--- src/rtl/pixel_arbiter.sv ---
// Merges the player and bee pixel streams into the single VGA write port.
// Each source gets a small FIFO; a round-robin arbiter emits one registered pixel per clock.
module pixel_arbiter #(
  parameter int unsigned DEPTH = 8,
  parameter int unsigned X_W   = 7,
  parameter int unsigned Y_W   = 7,
  parameter int unsigned C_W   = 3
) (
  input  logic           clk,
  input  logic           reset,
  input  logic [X_W-1:0] p0_x,
  input  logic [Y_W-1:0] p0_y,
  input  logic [C_W-1:0] p0_color,
  input  logic           p0_write,
  input  logic [X_W-1:0] p1_x,
  input  logic [Y_W-1:0] p1_y,
  input  logic [C_W-1:0] p1_color,
  input  logic           p1_write,
  output logic           p0_full,
  output logic           p1_full,
  output logic           p0_ovf,
  output logic           p1_ovf,
  output logic [X_W-1:0] vga_x,
  output logic [Y_W-1:0] vga_y,
  output logic [C_W-1:0] vga_color,
  output logic           vga_plot
);

  localparam int unsigned AW = $clog2(DEPTH);
  localparam int unsigned EW = X_W + Y_W + C_W;
  localparam logic [AW:0] FULL_CNT = (AW + 1)'(DEPTH);

  logic [EW-1:0] mem0 [DEPTH];
  logic [EW-1:0] mem1 [DEPTH];
  logic [AW-1:0] wr0, rd0, wr1, rd1;
  logic [AW:0]   cnt0, cnt1;
  logic          last;

  logic          ne0, ne1, gnt_any, gnt_sel;
  logic          push0, push1, pop0, pop1;
  logic [EW-1:0] head;

  // Full/empty and arbitration all use the pre-edge counts.
  always_comb begin
    ne0     = (cnt0 != '0);
    ne1     = (cnt1 != '0);
    p0_full = (cnt0 == FULL_CNT);
    p1_full = (cnt1 == FULL_CNT);
    push0   = p0_write && !p0_full;
    push1   = p1_write && !p1_full;
    gnt_any = ne0 || ne1;
    gnt_sel = (ne0 && ne1) ? !last : ne1;
    pop0    = gnt_any && !gnt_sel;
    pop1    = gnt_any && gnt_sel;
    head    = gnt_sel ? mem1[rd1] : mem0[rd0];
  end

  // Storage is deliberately not reset; only pointers and counts are.
  always_ff @(posedge clk) begin
    if (push0) mem0[wr0] <= {p0_x, p0_y, p0_color};
    if (push1) mem1[wr1] <= {p1_x, p1_y, p1_color};
  end

  always_ff @(posedge clk) begin
    if (reset) begin
      wr0       <= '0;
      rd0       <= '0;
      cnt0      <= '0;
      wr1       <= '0;
      rd1       <= '0;
      cnt1      <= '0;
      p0_ovf    <= 1'b0;
      p1_ovf    <= 1'b0;
      last      <= 1'b1;
      vga_x     <= '0;
      vga_y     <= '0;
      vga_color <= '0;
      vga_plot  <= 1'b0;
    end else begin
      if (push0) wr0 <= wr0 + 1'b1;
      if (pop0)  rd0 <= rd0 + 1'b1;
      if (push1) wr1 <= wr1 + 1'b1;
      if (pop1)  rd1 <= rd1 + 1'b1;
      cnt0 <= cnt0 + {{AW{1'b0}}, push0} - {{AW{1'b0}}, pop0};
      cnt1 <= cnt1 + {{AW{1'b0}}, push1} - {{AW{1'b0}}, pop1};
      if (p0_write && p0_full) p0_ovf <= 1'b1;
      if (p1_write && p1_full) p1_ovf <= 1'b1;
      if (gnt_any) begin
        {vga_x, vga_y, vga_color} <= head;
        vga_plot                  <= 1'b1;
        last                      <= gnt_sel;
      end else begin
        vga_plot <= 1'b0;
      end
    end
  end

endmodule

--- config.mk ---
export PLATFORM = sky130hd
export DESIGN_NAME = pixel_arbiter
export DESIGN_NICKNAME = d
export VERILOG_FILES = /design/src/rtl/pixel_arbiter.sv
export SDC_FILE = /design/constraint.sdc
export NUM_CORES = 1
export LEC_CHECK = 0
export ABC_AREA = 1
export BUFFER_PORTS_ARGS = -buffer_cell sky130_fd_sc_hd__clkbuf_2
export CAP_MARGIN = 20
export CORE_ASPECT_RATIO = 1.75
export CORE_MARGIN = 4
export CORE_UTILIZATION = 60
export DETAILED_ROUTE_END_ITERATION = 7
export GPL_TIMING_DRIVEN = 1
export MAX_ROUTING_LAYER = met4
export PLACE_DENSITY = 0.87
export SLEW_MARGIN = 20
export SYNTH_ARGS = -nofsm -noshare
export SYNTH_HDL_FRONTEND = slang
export SYNTH_SLANG_ARGS = --single-unit
--- constraint.sdc ---
create_clock -name clk -period 6.3 [get_ports clk]
set_clock_uncertainty 0.05 [all_clocks]
set_input_delay 1.26 -clock clk [delete_from_list [all_inputs] [get_ports clk]]
set_output_delay 1.26 -clock clk [all_outputs]
set_load 0.01 [all_outputs]
======== After elaboration in Yosys (flattened, before gate mapping) ========
Memories as Yosys holds them, arrays and structs flattened. A register that Yosys moved wholly into a read port is not among the register bits.
Cells that the tools add are included.
storage, ports and cells
  bits in registers ....................... 41
  latch bits .............................. 0
  bits in writable memories ............... 272
  memory bits (read-only) ................. 0
  input bits .............................. 38
  output and inout port bits .............. 22
  memories ................................ 2
cells by class
  $add $sub $neg .......................... 8
  multipliers ............................. 0
  div/mod/pow operators ................... 0
  $lt $le $gt $ge ......................... 0
  eq/ne operators ......................... 2
  shift-type cells ........................ 0
  muxes and demuxes ....................... 11
  bitwise logic cells ..................... 0
  reduce and logical (&&, ||, !) cells .... 14
memories
  memory  depth  width  rd ports  clocked after memory_dff  wr ports  line  RTL
  mem0    8      17     1         1                         1         33    logic [EW-1:0] mem0 [DEPTH];
  mem1    8      17     1         1                         1         34    logic [EW-1:0] mem1 [DEPTH];
operator list
  cell                                                           count
  17-bit 2-to-1 mux                                              1
  3-bit by 1-bit adder with 3-bit output, second input constant  4
  3-bit 2-to-1 mux                                               4
  4-bit by 1-bit adder with 4-bit output                         2
  4-bit == test, second input constant                           2
  4-bit nonzero test                                             2
  4-bit by 1-bit subtractor with 4-bit output                    2
  1-bit logical AND                                              7
  1-bit 2-to-1 mux                                               6
  1-bit zero test                                                4
  1-bit logical OR                                               1

======== Logic depth before layout (Yosys ltp) ========
Gate-level depths: netlist of the first run.
  word-level depth ........................ 7
  depth in mapped cells ................... 14

======== Least setup slack after synthesis of the first run ========
No wires, ideal clock.
  kind .................................... in2reg
  start point ............................. in p0_write
  end point ............................... mem mem0[0][0] (netlist bit) (enable)
  setup time .............................. 0.390 ns
  arrival ................................. 2.328 ns
  setup slack ............................. 3.532 ns
  stages on the path ...................... 4
  path buffers ............................ 0
  cell sequence ........................... nand2_1 > inv_1 > nand2_1 > nor2_1
between the ends
  cells in the longest elaborated chain, start to end .. 3
RTL lines
  what                                    line  RTL
  from (decl)                             14    input logic p0_write,
  1-bit logical AND                       49    push0 = p0_write && !p0_full;
  1-bit 2-to-1 mux                        60    if (push0) mem0[wr0] <= {p0_x, p0_y, p0_color};
  1-bit 2-to-1 mux (implied by the code)  60
  to (decl)                               33
No other way between the ends.

======== Final worst setup path of the first run ========
  start point ............................. reg cnt0[2]
  end point ............................... out p0_full
between the ends
  cells in the longest elaborated chain, start to end .. 1
RTL lines
  what                    line  RTL
  from (decl)             36    logic [AW:0] cnt0, cnt1;
  from (signal assigned)  84    cnt0 <= cnt0 + {{AW{1'b0}}, push0} - {{AW{1'b0}}, pop0};
  4-bit == test           47    p0_full = (cnt0 == FULL_CNT);
  to (decl)               19    output logic p0_full,
No other way between the ends.

==> results of run 1 <==
## synth_stat cells, types with 2 or more instances
master,instances
o221ai_1,12
inv_2,3
buf_2,27
clkbuf_1,18
clkinv_1,3
o21ai_0,64
edfxtp_1,272
dfxtp_1,47
nor2_1,130
nor3_1,3
nand3_1,109
nand2_1,346
buf_6,3
o21ai_1,6
fa_1,2
a21oi_1,17
inv_1,80
ha_1,14
o211ai_1,13
buf_4,10
## sequential cells by signal (all words and copies together), names as in the netlist, 3 cells and up, named ones only
signal / cells
wr1: 3
wr0: 3
vga_x: 7
cnt0: 4
mem0: 136
vga_y: 7
rd0: 3
rd1: 3
vga_color: 3
cnt1: 4
mem1: 136
## power by group
part | switching, mW | total [mW] | internal (mW)
sequential | 0.100 | 2.60 | 2.50
clock | 0.723 | 1.66 | 0.937
combinational | 1.18 | 1.68 | 0.499
total | 2.00 | 5.94 | 3.93
## logic make-up (layout without fill, tap and decap cells)
group           Yosys count  after routing
flops                   319            319
xor+xnor                  2              2
compound gates          113            113
simple gates            590            590
buf+inv                 146            215
fa+ha+maj                16             16
## per-stage QoR
step	total power, mW	instance area, sq um	cells
after floorplan	3.80	13000	1186
final	5.94	14400	1547
after global routing	6.24	14400	1547
after CTS	5.93	14400	1547
after detailed placement	4.26	13500	1499
after global placement	4.18	13500	1499
## worst paths after layout
kind | start | to | slack, ns | cells past startpoint
setup / recovery | cnt0[2] | p0_full | 3.46 | 5
hold / removal | p0_ovf | p0_ovf | 0.41 | 2
setup reg to reg | cnt1[2] | cnt0[2] | 3.70 | 12
hold reg to reg | p0_ovf | p0_ovf | 0.41 | 2
## layer usage
| layer | GRT usage (%) | wire length [um] |
|---|---|---|
| met5 | - | 0 |
| met4 | 11.9 | 1320 |
| met3 | 2.98 | 1960 |
| met2 | 43.9 | 15500 |
| met1 | 26.7 | 9900 |
## final cells by class
| type | count | area, sq um | area share (%) |
|---|---|---|---|
| timing repair buffer | 80 | 453 | 3.15 |
| clock inverter | 16 | 175 | 1.22 |
| multi-input combinational | 721 | 3250 | 22.6 |
| sequential | 319 | 9110 | 63.3 |
| tap | 292 | 365 | 2.54 |
| clock buffer | 32 | 714 | 4.96 |
| inverter | 87 | 329 | 2.29 |
## worst min-delay path: stages (launching register included)
cell     delay, ns
dfxtp_1       0.31
inv_1         0.05
a21oi_1       0.05
## cells in the final DEF (no fill, tap or decap), drive strengths merged, types with 14 or more instances in the layout
master  synthesis  final
a21oi          17     17
buf            41     21
clkbuf         18     91
dfxtp          47     47
edfxtp        272    272
ha             14     14
inv            84     84
nand2         346    346
nand3         110    110
nor2          130    130
o21ai          70     70
==> impl_metrics.ini, run 1 <==
[yosys]
syn_nets = 1240
synthSimpleGateAreaFrac_pct = 18.2
synth_compound_area_share_pct = 4.97
async_reset_ff_share_pct = 0
yosysTopAreaCellShare_pct = 62.9
synth_area_leaders = edfxtp_1, nand2_1, dfxtp_1
synth_top_area_cell = edfxtp_1
syn-cell-area_sq_um = 13000
synth_mux_area_share_pct = 0
yosys_warnings = 0
postSynthCellCount = 1186
synth-xor-area-share_pct = 0.135
ys_types = 27
synthAdderAreaFrac_pct = 1.66
yosysSeqAreaShare_pct = 70.1
syn_avg_cell_area_sq_um = 11.0
ys.flop_type = edfxtp_1
synth_edf_count = 272
postSynthRegisterBits = 319
synth_top_family_by_area = simple AND/OR/NAND/NOR gates

[floorplanning]
die_h_um = 203
fp.dieW_um = 119
dieArea_sq_um = 24200
start_util_pct = 60.7
rows = 71
core_sq_um = 21400
io_pins = 60

[cts]
cts.path.max_buffers = 3
cts_setup_buffers = 0
cts_tree = yes
ctsHoldBuffers = 0
clkSinkCount = 319
numCtsBuffers = 26
cts-root-buf = clkbuf_16
cts_resized = 0
clkTransAtPathRegs_ns = 0.07
clock_latency_ns = 0.53
htree_levels = 1

[run_status]
status = complete, no violations

[sta]
worst_slew_pin_slew_ns = 1.10
hold-worst-slack_ns = 0.407
setup_viol = 0
finalCritPeriodShare_pct = 45.1
fin_ws_ns = 3.46
fin_tns_setup_ns = 0
hold_viol = 0
maxSlewViolCount = 0
maxClockFrequency_mhz = 352
layout_min_cycle_time_ns = 2.84
slew_headroom_pct = 26.7
rsz0062_at_grt = false

[placement]
place_hpwl_mm = 17.5
dp_slack_ns = 3.26
routabilityCongestion = 0.893
port-buffer-count = 59

[global_route]
grt-ovfl-total = 0
grt_util_all_layers_pct = 24.5
antenna_found_initial = 0
grt_pass1_vias = 8864
grt_max_degree = 70
grt_pass1_wl_mm = 45.2

[min_path]
hp-class = reg -> reg

[setup_path]
start_kind = flip-flop
crit_slowest_cell = dfxtp_1
max_stage_delay_ns = 0.31
cp_num_buf_inv = 3
cp_max_fo = 3
endpoint_kind = output port
crit_path_frequent_cell = inv_1
criticalPathCategory = reg -> out
crit_chain = inv_1, ha_1, nand3_1, inv_1, clkbuf_2
worstPathRequired_ns = 4.99
critPathTopFamily = buffers and inverters
cp.arrival_ns = 1.53

[route]
drc = 0
dr.pass1.iters = 5
wire_per_inst_um = 18.6
antenna_left = 0
routed_via_density = 5.75
vias = 8888
first_iter_violations = 818
wl_mm = 28.7

[power_and_ir_drop]
p_leak_nw = 5.69
p_per_area_nw_per_um2 = 413
ir_drop_mv = 0.252

[layout]
utilization_pct = 67.2
nNetsFinal = 1289
fillers = 1412
antenna_cells = 0
drive_above_1_share_pct = 10.5
area_delta_synth_final_pct = 10.8

[flow_run]
cap_violations = 0
Note: power is estimated with default switching activity, not from simulation.
==> inputs of run 2 (changes only) <==
Clock period 6.3 ns to 2.8 ns, I/O delays scaled along.
==> run 2 against run 1 <==
Via count shrank 2.1%. Highest routed layer unchanged. Sequential share of layout area shrank 0.19 points. Final area grew 0.30%. Combinational power grew 120%. Core utilization grew 0.20 points. Clock power grew 120%. Critical path type is now reg -> reg. First-iteration DRC count shrank 0.12%. Sequential power grew 120%.
==> impl_metrics.ini, run 2 (same netlist as run 1, synthesis figures left out) <==
[sta]
hold_viol = 0
worst_slew_pin_slew_ns = 0.876
slew_headroom_pct = 41.5
layout_min_cycle_time_ns = 2.27
rsz0062_at_grt = false
hold-worst-slack_ns = 0.233
fin_tns_setup_ns = 0
setup_viol = 0
finalCritPeriodShare_pct = 80.9
fin_ws_ns = 0.535
maxClockFrequency_mhz = 441
maxSlewViolCount = 0

[route]
antenna_left = 0
first_iter_violations = 817
routed_via_density = 5.60
vias = 8701
wl_mm = 27.6
dr.pass1.iters = 5
drc = 0
wire_per_inst_um = 17.8

[layout]
final_cell_mix = nand2_1, edfxtp_1, nor2_1
final_area_sq_um = 14400
top_regs = mem0 (136), mem1 (136)
nNetsFinal = 1297
drive_above_1_share_pct = 10.9
fillers = 1380
layout_commonest_cell = nand2_1
area_delta_synth_final_pct = 11.1

[power_and_ir_drop]
p_leak_nw = 5.72
ir_drop_mv = 0.597
p_per_area_nw_per_um2 = 914

[placement]
port-buffer-count = 59
dp_slack_ns = 0.584
place_area_sq_um = 13600
place_hpwl_mm = 17.3
routabilityCongestion = 0.913

[floorplanning]
dieArea_sq_um = 24200
die_h_um = 203
start_util_pct = 60.7
io_pins = 60
core_sq_um = 21400
rows = 71
fp.dieW_um = 119

[min_path]
hp-class = in -> reg
hold_depth = 3

[flow_run]
cap_violations = 0

[setup_path]
r2r.worst_path.cells = 8
worstPathRequired_ns = 2.96
crit_chain = inv_1, ha_1, nand3_1, nand2_1, nor2_1, inv_1, nor2_1, buf_4
endpoint_kind = flip-flop
crit_slowest_cell = nor2_1
criticalPathCategory = reg -> reg
cp_max_fo = 12
max_stage_delay_ns = 0.43
start_kind = flip-flop
cp.arrival_ns = 2.43

[cts]
clkTransAtPathRegs_ns = 0.07
cts-root-buf = clkbuf_16
cts_tree = yes
clock_latency_ns = 0.52
htree_levels = 1
cts_resized = 0
ctsHoldBuffers = 0
numCtsBuffers = 25
cts_setup_buffers = 0
clkSinkCount = 319
cts.path.max_buffers = 3

[global_route]
grt_pass1_wl_mm = 43.6
grt_pass1_vias = 8582
grt-ovfl-total = 0
grt_util_all_layers_pct = 23.5
grt_max_degree = 69
antenna_found_initial = 1

[run_status]
status = complete, no violations
[run 2: changes by cell type in the layout (fill, tap and decap cells not counted), sizes merged]
cell / previous run / this run
buf: 21 / 30
clkbuf: 91 / 93
clkinv: 13 / 9
clkinvlp: 3 / 1
diode: 0 / 1
inv: 84 / 85
[run 2: per-layer routing]
layer  up-vias  global-route usage [%]  wire length (um)  share of wire [%]
li1       4114                       -                 -                  -
met1      4115                    25.7              9470                 34
met2       379                    42.7             15100                 55
met3        93                    2.70              1920                7.0
met4         0                    10.7              1160                4.2
met5         -                       -                 0                  0
[run 2: path summary, 6_finish.rpt]
kind | startpoint | end | slack (ns)
worst max-delay path | cnt0[2] | mem0[1][0] | 0.53
worst min-delay path | p1_write | p1_ovf | 0.23
worst max register to register | cnt0[2] | mem0[1][0] | 0.53
worst min register to register | p1_ovf | p1_ovf | 0.41
[run 2: layout make-up]
cell class | count | area [sq um] | share of cell area, %
Sequential cell | 319 | 9110 | 63.1
Antenna cell | 1 | 2.50 | 0.0173
Inverter | 87 | 329 | 2.28
Timing Repair Buffer | 89 | 533 | 3.69
Clock inverter | 11 | 139 | 0.962
Clock buffer | 34 | 711 | 4.92
Tap cell | 292 | 365 | 2.53
Multi-Input combinational cell | 721 | 3250 | 22.5
[run 2: per-stage QoR]
stage               instances  util, %  total power [mW]
finish                   1554     67.4              13.2
global route             1554     67.4              13.9
CTS                      1553     67.4              13.2
detailed placement       1508     63.5              9.60
global placement         1508     63.5              9.41
floorplan                1186        -              8.55
[run 2: where the power goes]
group          switching [mW]  internal, mW  total (mW)
logic                    2.59          1.16        3.75
registers               0.216          5.62        5.84
clock network            1.54          2.06        3.61
[run 2: critical path: cells and delay by family (launching register included)]
family	cells	cell delay [ns]
AND/OR/NAND/NOR	4	0.87
adder cells (fa/ha/maj)	1	0.20
buffers and inverters	3	0.50
flip-flops	1	0.32
